### src/rtl/pipe_pkg.sv
// Shared types for the IF/ID pipeline register: occupancy states, the
// fetch entry layout and the drop-counter width.
package pipe_pkg;

    localparam int unsigned IF_INST_W  = 32;
    localparam int unsigned IF_ADDR_W  = 32;
    localparam int unsigned DROP_CNT_W = 4;

    typedef enum logic [1:0] {
        EMPTY = 2'd0,
        ONE   = 2'd1,
        FULL  = 2'd2
    } occ_state_e;

    typedef struct packed {
        logic [IF_INST_W-1:0] inst;
        logic [IF_ADDR_W-1:0] pc;
    } if_entry_t;

endpackage

### src/rtl/ifid_skid_if.sv
// Fetch-side and decode-side handshake of the IF/ID register.
// The block itself takes the slave view; the surrounding pipeline takes the master view.
interface ifid_skid_if
    import pipe_pkg::*;
#(
    parameter int unsigned INST_W = IF_INST_W,
    parameter int unsigned ADDR_W = IF_ADDR_W
);
    logic              in_valid;
    logic              in_ready;
    logic [INST_W-1:0] in_inst;
    logic [ADDR_W-1:0] in_pc;
    logic              flush;
    logic              out_valid;
    logic              out_ready;
    logic [INST_W-1:0] out_inst;
    logic [ADDR_W-1:0] out_pc;

    modport slave (
        input  in_valid, in_inst, in_pc, flush, out_ready,
        output in_ready, out_valid, out_inst, out_pc
    );

    modport master (
        output in_valid, in_inst, in_pc, flush, out_ready,
        input  in_ready, out_valid, out_inst, out_pc
    );
endinterface

### src/rtl/pipe_slot.sv
// One storage slot of the IF/ID register: a loadable register that can be
// cleared back to zero. Clear wins over load.
module pipe_slot
    import pipe_pkg::*;
#(
    parameter type T = if_entry_t
) (
    input  logic clk,
    input  logic rst,
    input  logic load_i,
    input  logic clear_i,
    input  T     d_i,
    output T     q_o
);
    T data_q;

    always_ff @(posedge clk or posedge rst) begin
        if (rst)          data_q <= '0;
        else if (clear_i) data_q <= '0;
        else if (load_i)  data_q <= d_i;
    end

    assign q_o = data_q;
endmodule

### src/rtl/ifid_skid.sv
// IF/ID pipeline register with a main + skid slot, registered ready towards
// fetch, and a jump flush followed by a programmable fetch-drop window.
module ifid_skid
    import pipe_pkg::*;
#(
    parameter int unsigned INST_W     = IF_INST_W,
    parameter int unsigned ADDR_W     = IF_ADDR_W,
    parameter int unsigned FLUSH_DROP = 1
) (
    input  logic            clk,
    input  logic            rst,
    ifid_skid_if.slave      bus
);
    typedef struct packed {
        logic [INST_W-1:0] inst;
        logic [ADDR_W-1:0] pc;
    } entry_t;

    localparam logic [DROP_CNT_W-1:0] DROP_INIT = DROP_CNT_W'(FLUSH_DROP);

    occ_state_e             state_q, state_d;
    logic [DROP_CNT_W-1:0]  drop_cnt_q, drop_cnt_d;
    entry_t                 fetch, main_d, main_q, skid_q;
    logic                   main_load, main_clear, skid_load, skid_clear;
    logic                   accept, consume, keep;

    // Ready depends only on the occupancy register, never on out_ready.
    assign bus.in_ready  = (state_q != FULL);
    assign bus.out_valid = (state_q != EMPTY);
    assign bus.out_inst  = main_q.inst;
    assign bus.out_pc    = main_q.pc;

    assign fetch   = '{inst: bus.in_inst, pc: bus.in_pc};
    assign accept  = bus.in_valid & bus.in_ready;
    assign consume = bus.out_valid & bus.out_ready;
    assign keep    = accept & (drop_cnt_q == '0);

    always_comb begin
        state_d    = state_q;
        drop_cnt_d = drop_cnt_q;
        main_d     = fetch;
        main_load  = 1'b0;
        main_clear = 1'b0;
        skid_load  = 1'b0;
        skid_clear = 1'b0;
        if (bus.flush) begin
            state_d    = EMPTY;
            main_clear = 1'b1;
            skid_clear = 1'b1;
            drop_cnt_d = DROP_INIT;
        end else begin
            // The window counts cycles, not fetches, so it closes even if fetch idles.
            if (drop_cnt_q != '0) drop_cnt_d = drop_cnt_q - 1'b1;
            unique case (state_q)
                EMPTY: begin
                    if (keep) begin
                        state_d   = ONE;
                        main_load = 1'b1;
                    end
                end
                ONE: begin
                    if (keep && !consume) begin
                        state_d   = FULL;
                        skid_load = 1'b1;
                    end else if (keep) begin
                        main_load = 1'b1;
                    end else if (consume) begin
                        state_d    = EMPTY;
                        main_clear = 1'b1;
                    end
                end
                FULL: begin
                    if (consume) begin
                        state_d    = ONE;
                        main_d     = skid_q;
                        main_load  = 1'b1;
                        skid_clear = 1'b1;
                    end
                end
                default: begin
                    state_d    = EMPTY;
                    main_clear = 1'b1;
                    skid_clear = 1'b1;
                end
            endcase
        end
    end

    always_ff @(posedge clk or posedge rst) begin
        if (rst) begin
            state_q    <= EMPTY;
            drop_cnt_q <= '0;
        end else begin
            state_q    <= state_d;
            drop_cnt_q <= drop_cnt_d;
        end
    end

    pipe_slot #(.T(entry_t)) u_main (
        .clk     (clk),
        .rst     (rst),
        .load_i  (main_load),
        .clear_i (main_clear),
        .d_i     (main_d),
        .q_o     (main_q)
    );

    pipe_slot #(.T(entry_t)) u_skid (
        .clk     (clk),
        .rst     (rst),
        .load_i  (skid_load),
        .clear_i (skid_clear),
        .d_i     (fetch),
        .q_o     (skid_q)
    );
endmodule
### src/flat_wrapper.sv
// flat-port wrapper written by rule: the top's interface ports become plain ports
module ifid_skid_flat import pipe_pkg::*;
#(
    parameter int unsigned INST_W     = IF_INST_W,
    parameter int unsigned ADDR_W     = IF_ADDR_W,
    parameter int unsigned FLUSH_DROP = 1
)
  (clk, rst, bus_in_valid, bus_in_inst, bus_in_pc, bus_flush, bus_out_ready, bus_in_ready, bus_out_valid, bus_out_inst, bus_out_pc);
  ifid_skid_if #(.INST_W(INST_W), .ADDR_W(ADDR_W)) bus_i ();
  input  logic clk;
  input  logic rst;
  input wire logic [$bits(bus_i.in_valid)-1:0] bus_in_valid;
  input wire logic [$bits(bus_i.in_inst)-1:0] bus_in_inst;
  input wire logic [$bits(bus_i.in_pc)-1:0] bus_in_pc;
  input wire logic [$bits(bus_i.flush)-1:0] bus_flush;
  input wire logic [$bits(bus_i.out_ready)-1:0] bus_out_ready;
  output wire logic [$bits(bus_i.in_ready)-1:0] bus_in_ready;
  output wire logic [$bits(bus_i.out_valid)-1:0] bus_out_valid;
  output wire logic [$bits(bus_i.out_inst)-1:0] bus_out_inst;
  output wire logic [$bits(bus_i.out_pc)-1:0] bus_out_pc;
  assign bus_i.in_valid = bus_in_valid;
  assign bus_i.in_inst = bus_in_inst;
  assign bus_i.in_pc = bus_in_pc;
  assign bus_i.flush = bus_flush;
  assign bus_i.out_ready = bus_out_ready;
  assign bus_in_ready = bus_i.in_ready;
  assign bus_out_valid = bus_i.out_valid;
  assign bus_out_inst = bus_i.out_inst;
  assign bus_out_pc = bus_i.out_pc;
  ifid_skid #(.INST_W(INST_W), .ADDR_W(ADDR_W), .FLUSH_DROP(FLUSH_DROP)) u_core (.clk(clk), .rst(rst), .bus(bus_i));
endmodule
### config.mk
export PLATFORM = sky130hd
export DESIGN_NAME = ifid_skid_flat
export DESIGN_NICKNAME = d
export VERILOG_FILES = /design/src/rtl/pipe_pkg.sv /design/src/rtl/ifid_skid_if.sv /design/src/rtl/pipe_slot.sv /design/src/rtl/ifid_skid.sv /design/src/flat_wrapper.sv
export SDC_FILE = /design/constraint.sdc
export NUM_CORES = 1
export LEC_CHECK = 0
export CORE_MARGIN = 2
export CORE_UTILIZATION = 40
export CTS_CLUSTER_SIZE = 30
export DETAILED_ROUTE_END_ITERATION = 6
export PLACE_DENSITY = 0.67
export REMOVE_ABC_BUFFERS = 1
export SLEW_MARGIN = 20
export SYNTH_ARGS = -nofsm -noshare
export SYNTH_HDL_FRONTEND = slang
export SYNTH_SLANG_ARGS = --single-unit
### constraint.sdc
create_clock -name clk -period 7.78 [get_ports clk]
set_clock_uncertainty 0.1 [all_clocks]
set_input_delay 0.778 -clock clk [delete_from_list [all_inputs] [get_ports clk]]
set_output_delay 0.778 -clock clk [all_outputs]
set_load 0.05 [all_outputs]
==> results of run 1 <==
[power breakdown]
group,internal [mW],total [mW],switching [mW]
combinational,0.229,0.665,0.437
clock,0.520,0.827,0.307
sequential,0.780,0.839,0.0588
[cell type report]
type	instances	share of cell area (%)
Clock buffer	20	5.90
Clock inverter	12	1.97
Inverter	4	0.226
Multi-Input combinational cell	227	27.6
Sequential cell	134	43.3
Tap cell	180	2.91
Timing Repair Buffer	142	18.1
[layout by cell type, fill, tap and decap left out, types with 3 or more instances in the layout]
master           count
mux2i_1             65
nor2_1               6
dfrtp_1            134
clkbuf_16           17
clkdlybuf4s50_1    134
buf_4                8
a22o_1               4
clkinv_2             3
clkinvlp_4           4
a22o_2              60
bufinv_16            3
nand2_1              4
inv_1                3
o2bb2ai_1           64
[routing by layer]
layer	global-route usage (%)	up-vias	wire length (um)
met5	0	-	0
met4	7.81	0	263
met3	4.34	20	606
met2	28.1	114	6190
met1	26.3	2000	6490
li1	-	1798	-
[metrics by stage]
| stage | utilization (%) | total power, mW |
|---|---|---|
| 3_3_place_gp | 51.4 | 1.51 |
| 6_report | 55.8 | 2.33 |
| 4_1_cts | 55.8 | 2.35 |
| 3_5_place_dp | 51.4 | 1.52 |
| 5_1_grt | 55.8 | 2.42 |
| 2_1_floorplan | - | 1.25 |
[registers in the layout, summed over array words and instances, names as in the netlist]
| name | count |
|---|---|
| u_core.u_main.q_o | 64 |
| u_core.drop_cnt_q | 4 |
| u_core.state_q | 2 |
| u_core.u_skid.q_o | 64 |
[kinds of logic after synthesis]
family | after synthesis | synth area share [%]
compound gates | 138 | 22.5
xor+xnor | 1 | 0.154
fa+ha+maj | 1 | 0.221
buf+inv | 39 | 3.82
flops | 134 | 59.1
mux | 66 | 11.7
simple gates | 21 | 2.49
[final timing paths]
path / start / end
worst max-delay path: bus_in_valid / u_core.u_skid.q_o[63]
worst min-delay path: u_core.u_main.q_o[40] / u_core.u_main.q_o[40]
worst max register to register: u_core.drop_cnt_q[0] / u_core.u_skid.q_o[63]
worst min register to register: u_core.u_main.q_o[40] / u_core.u_main.q_o[40]
max in group asynchronous: rst / u_core.u_main.q_o[2]
min in group asynchronous: rst / u_core.drop_cnt_q[0]
==> results.py, run 1 <==
metrics = {
    "outcome": {
        "status": "finished clean",
    },
    "synth": {
        "synth.top_cell.area_share_pct": 59.1,
        "synthArstFlopShare_pct": 100,
        "yosysMostFrequentCell": "dfrtp_1",
        "synth-main-ff-cell": "dfrtp_1",
        "syn_inst": 400,
        "syn_area_um2": 5670,
        "synth-seq-cells": 134,
        "synth-edff-count": 0,
        "avgSynthCellArea_um2": 14.2,
        "yosys.area.top_type": "dfrtp_1",
        "synth_cell_types": 31,
        "yosys_warnings": 0,
        "netlist_top_cells_count": "dfrtp_1, mux2i_1, o2bb2ai_1",
        "synth-seq-area-share_pct": 59.1,
        "synth_area_leaders": "dfrtp_1, mux2i_1, a22o_2",
    },
    "cells_and_area": {
        "nFillCells": 1118,
        "antennaDiodeCount": 0,
        "multiInputGateArea_um2": 2140,
        "post-route-cell-area_um2": 7750,
        "ff_latch_area_um2": 3350,
        "instances_no_fill": 719,
        "drive_gt1_share_pct": 20.6,
        "syn_to_final_growth_pct": 36.6,
        "num-nets-final": 596,
    },
    "detailed_routing": {
        "drtPass1Iterations": 4,
        "drt_iter0_drc": 241,
        "antenna_left": 0,
        "drt_wl_total_um": 13500,
        "wl_per_cell_um": 18.8,
        "drc_errors": 0,
        "viasPerCell": 5.47,
        "vias": 3932,
    },
    "worst_setup_path": {
        "crit_chain": "clkdlybuf4s50_1 -> nand4bb_4 -> or3_4 -> nor3_4 -> buf_4 -> a22o_2",
        "worst-path-buf-inv": 2,
        "crit_path_max_fanout": 40,
        "required_ps": 8030,
        "slowest_delay_ps": 730,
        "cp.depth": 6,
        "end_kind": "flop",
        "r2r_cells": 7,
        "rrSetupSlack_ps": 4770,
        "startpoint_type": "input port",
        "crit_type": "input port to flop",
        "worst_path_max_delay_cell": "nor3_4",
        "arrival_ps": 3380,
        "crit_family": "simple AND/OR/NAND/NOR gates",
    },
    "sta": {
        "slew_headroom_pct": 36.1,
        "fin_crit_sh_pct": 40.2,
        "fmax_mhz": 320,
        "holdWs_ps": 382,
        "tightest_slew_ps": 956,
        "layout_setup_ws_ps": 4650,
        "period_minus_slack_ps": 3130,
        "hold_viol_final": 0,
        "setup_violations": 0,
        "final.setup.tns_ps": 0,
        "slew_viol_final": 0,
        "rsz0062_at_grt": "false",
    },
    "global_routing": {
        "antenna_found_initial": 0,
        "grt_max_degree": 69,
        "track_usage_pct": 18.8,
        "grt_pass1_vias": 4073,
        "grt_pass1_wl_um": 21700,
        "grt-ovfl-total": 0,
    },
    "floorplan": {
        "core-area_um2": 13900,
        "initial_core_util_pct": 40.9,
        "die_h_um": 123,
        "row_count": 43,
        "die_w_um": 123,
        "die_area_um2": 15100,
        "ioPinCount": 135,
    },
    "clocking": {
        "cts_tree": "done",
        "clock_sinks": 134,
        "post_cts_resized": 0,
        "h-tree-depth": 4,
        "post_cts_buffers": 0,
        "clk_pin_slew_worst_paths_ps": 60,
        "clk_latency_ps": 420,
        "cts_buffers": 17,
        "clock_path_buffers": 2,
        "cts_root_buf": "clkbuf_16",
        "ctsHoldBuffers": 0,
    },
    "power": {
        "peakVddDrop_uv": 155,
        "p_per_area_nw_per_um2": 301,
        "p_leak_nw": 3.22,
    },
    "job": {
        "cap_violations": 0,
    },
    "worst_hold_path": {
        "hold_path_class": "flop to flop",
        "hold_depth": 1,
    },
    "placed_design": {
        "dp_slack_ps": 4190,
        "placed_area_um2": 7140,
        "dpl.hpwl_um": 8410,
        "place_inst": 687,
        "port_buffers": 134,
        "gp_congestion": 0.749,
    },
}
Power figures use the tool's default switching activity.
==> inputs of run 2 (changes only) <==
==> constraint.sdc (replaced) <==
create_clock -name clk -period 3.2 [get_ports clk]
set_clock_uncertainty 0.1 [all_clocks]
set_input_delay 0.32 -clock clk [delete_from_list [all_inputs] [get_ports clk]]
set_output_delay 0.32 -clock clk [all_outputs]
set_load 0.05 [all_outputs]
==> run 2 against run 1 <==
  * Final cell count rose by 0.42%
  * Global-route usage rose by 0.59 points
  * Clock power grew 120%
  * Worst setup slack lost 3800 ps
  * Flip-flop and latch count did not move
  * Register-to-register slack got worse by 3900 ps
  * Sequential power increased by 140%
  * First-iteration DRC count up 22%
  * Combinational power is 150% higher
  * Non-clock buffer count grew 3
  * Critical path type is now flop to primary output
  * Critical endpoint is now bus_out_valid
==> results.py, run 2 (synthesis results as in run 1) <==
metrics = {
    "placed_design": {
        "dpl.hpwl_um": 8430,
        "dp_slack_ps": 535,
        "port_buffers": 134,
        "gp_congestion": 0.723,
    },
    "clocking": {
        "post_cts_resized": 0,
        "ctsHoldBuffers": 0,
        "clk_pin_slew_worst_paths_ps": 50,
        "cts_buffers": 17,
        "clk_latency_ps": 420,
        "h-tree-depth": 4,
        "post_cts_buffers": 0,
        "cts_tree": "done",
        "cts_root_buf": "clkbuf_16",
        "clock_path_buffers": 2,
        "clock_sinks": 134,
    },
    "worst_setup_path": {
        "required_ps": 2780,
        "slowest_delay_ps": 710,
        "arrival_ps": 1940,
        "crit_chain": "or2_2 -> clkdlybuf4s50_1",
        "startpoint_type": "flop",
        "end_kind": "primary output",
        "crit_path_max_fanout": 9,
        "crit_type": "flop to primary output",
        "worst_path_max_delay_cell": "clkdlybuf4s50_1",
    },
    "global_routing": {
        "grt_pass1_wl_um": 22400,
        "antenna_found_initial": 0,
        "grt_pass1_vias": 4249,
        "grt_max_degree": 81,
        "track_usage_pct": 19.3,
        "grt-ovfl-total": 0,
    },
    "cells_and_area": {
        "layout_common_cells": "clkdlybuf4s50_1, dfrtp_1, mux2i_1",
        "multiInputGateArea_um2": 2140,
        "fin_util_pct": 55.9,
        "ff_latch_area_um2": 3350,
        "num-nets-final": 599,
        "syn_to_final_growth_pct": 36.8,
        "antennaDiodeCount": 0,
        "drive_gt1_share_pct": 20.3,
        "nFillCells": 1154,
    },
    "sta": {
        "fmax_mhz": 423,
        "final.setup.tns_ps": 0,
        "period_minus_slack_ps": 2360,
        "layout_setup_ws_ps": 838,
        "holdWs_ps": 66.6,
        "setup_violations": 0,
        "rsz0062_at_grt": "false",
        "fin_crit_sh_pct": 73.8,
        "slew_viol_final": 0,
        "slew_headroom_pct": 45.9,
        "hold_viol_final": 0,
        "tightest_slew_ps": 810,
    },
    "power": {
        "peakVddDrop_uv": 389,
        "p_leak_nw": 3.23,
        "p_per_area_nw_per_um2": 709,
    },
    "detailed_routing": {
        "wl_per_cell_um": 19.2,
        "drtPass1Iterations": 6,
        "viasPerCell": 5.45,
        "vias": 3934,
        "drt_iter0_drc": 293,
        "drc_errors": 0,
        "antenna_left": 0,
        "drt_wl_total_um": 13900,
    },
    "floorplan": {
        "row_count": 43,
        "ioPinCount": 135,
        "core-area_um2": 13900,
        "die_h_um": 123,
        "die_w_um": 123,
        "die_area_um2": 15100,
        "initial_core_util_pct": 40.9,
    },
    "outcome": {
        "status": "finished clean",
    },
    "job": {
        "cap_violations": 0,
    },
    "worst_hold_path": {
        "hold_path_class": "input port to async pin",
    },
}
[run 2: stage by stage]
stage,power (mW),area (um2),cells
global placement,3.68,7210,690
global route,5.73,7760,722
CTS,5.54,7760,722
finish,5.50,7760,722
floorplan,3.05,5470,365
detailed placement,3.70,7210,690
[run 2: final cells by class]
class                           count  share of cell area (%)
Sequential cell                   134                    43.2
Inverter                            4                   0.226
Tap cell                          180                    2.90
Clock buffer                       24                    6.08
Multi-Input combinational cell    227                    27.6
Clock inverter                      8                   0.968
Timing Repair Buffer              145                    19.0
[run 2: worst paths after layout]
path | startpoint | endpoint | slack (ps) | depth (start not counted)
worst max register to register | u_core.drop_cnt_q[0] | u_core.u_main.q_o[2] | 870 | 7
worst max-delay path | u_core.state_q[1] | bus_out_valid | 840 | 2
worst min register to register | u_core.u_main.q_o[42] | u_core.u_main.q_o[42] | 390 | 1
min in group clk | u_core.u_main.q_o[42] | u_core.u_main.q_o[42] | 390 | 1
max in group asynchronous | rst | u_core.u_main.q_o[61] | 2140 | 3
worst min-delay path | rst | u_core.u_main.q_o[2] | 70 | 2
[run 2: metal layers]
| layer | global-route usage [%] | wire [um] | up-vias |
|---|---|---|---|
| met5 | 0 | 0 | - |
| met3 | 5.63 | 791 | 10 |
| met4 | 6.75 | 136 | 0 |
| met2 | 28.8 | 6360 | 113 |
| met1 | 27.1 | 6560 | 2008 |
| li1 | - | - | 1803 |
[run 2: worst max-delay path, delay by kind of cell (launching register included)]
family / cells / cell delay [ps]
buffers and inverters: 1 / 710
flip-flops: 1 / 480
AND/OR/NAND/NOR: 1 / 350
[run 2: power by group]
part	total (mW)	internal, mW	switching [mW]
clock	1.83	1.11	0.723
sequential	2.03	1.90	0.131
combinational	1.64	0.564	1.08
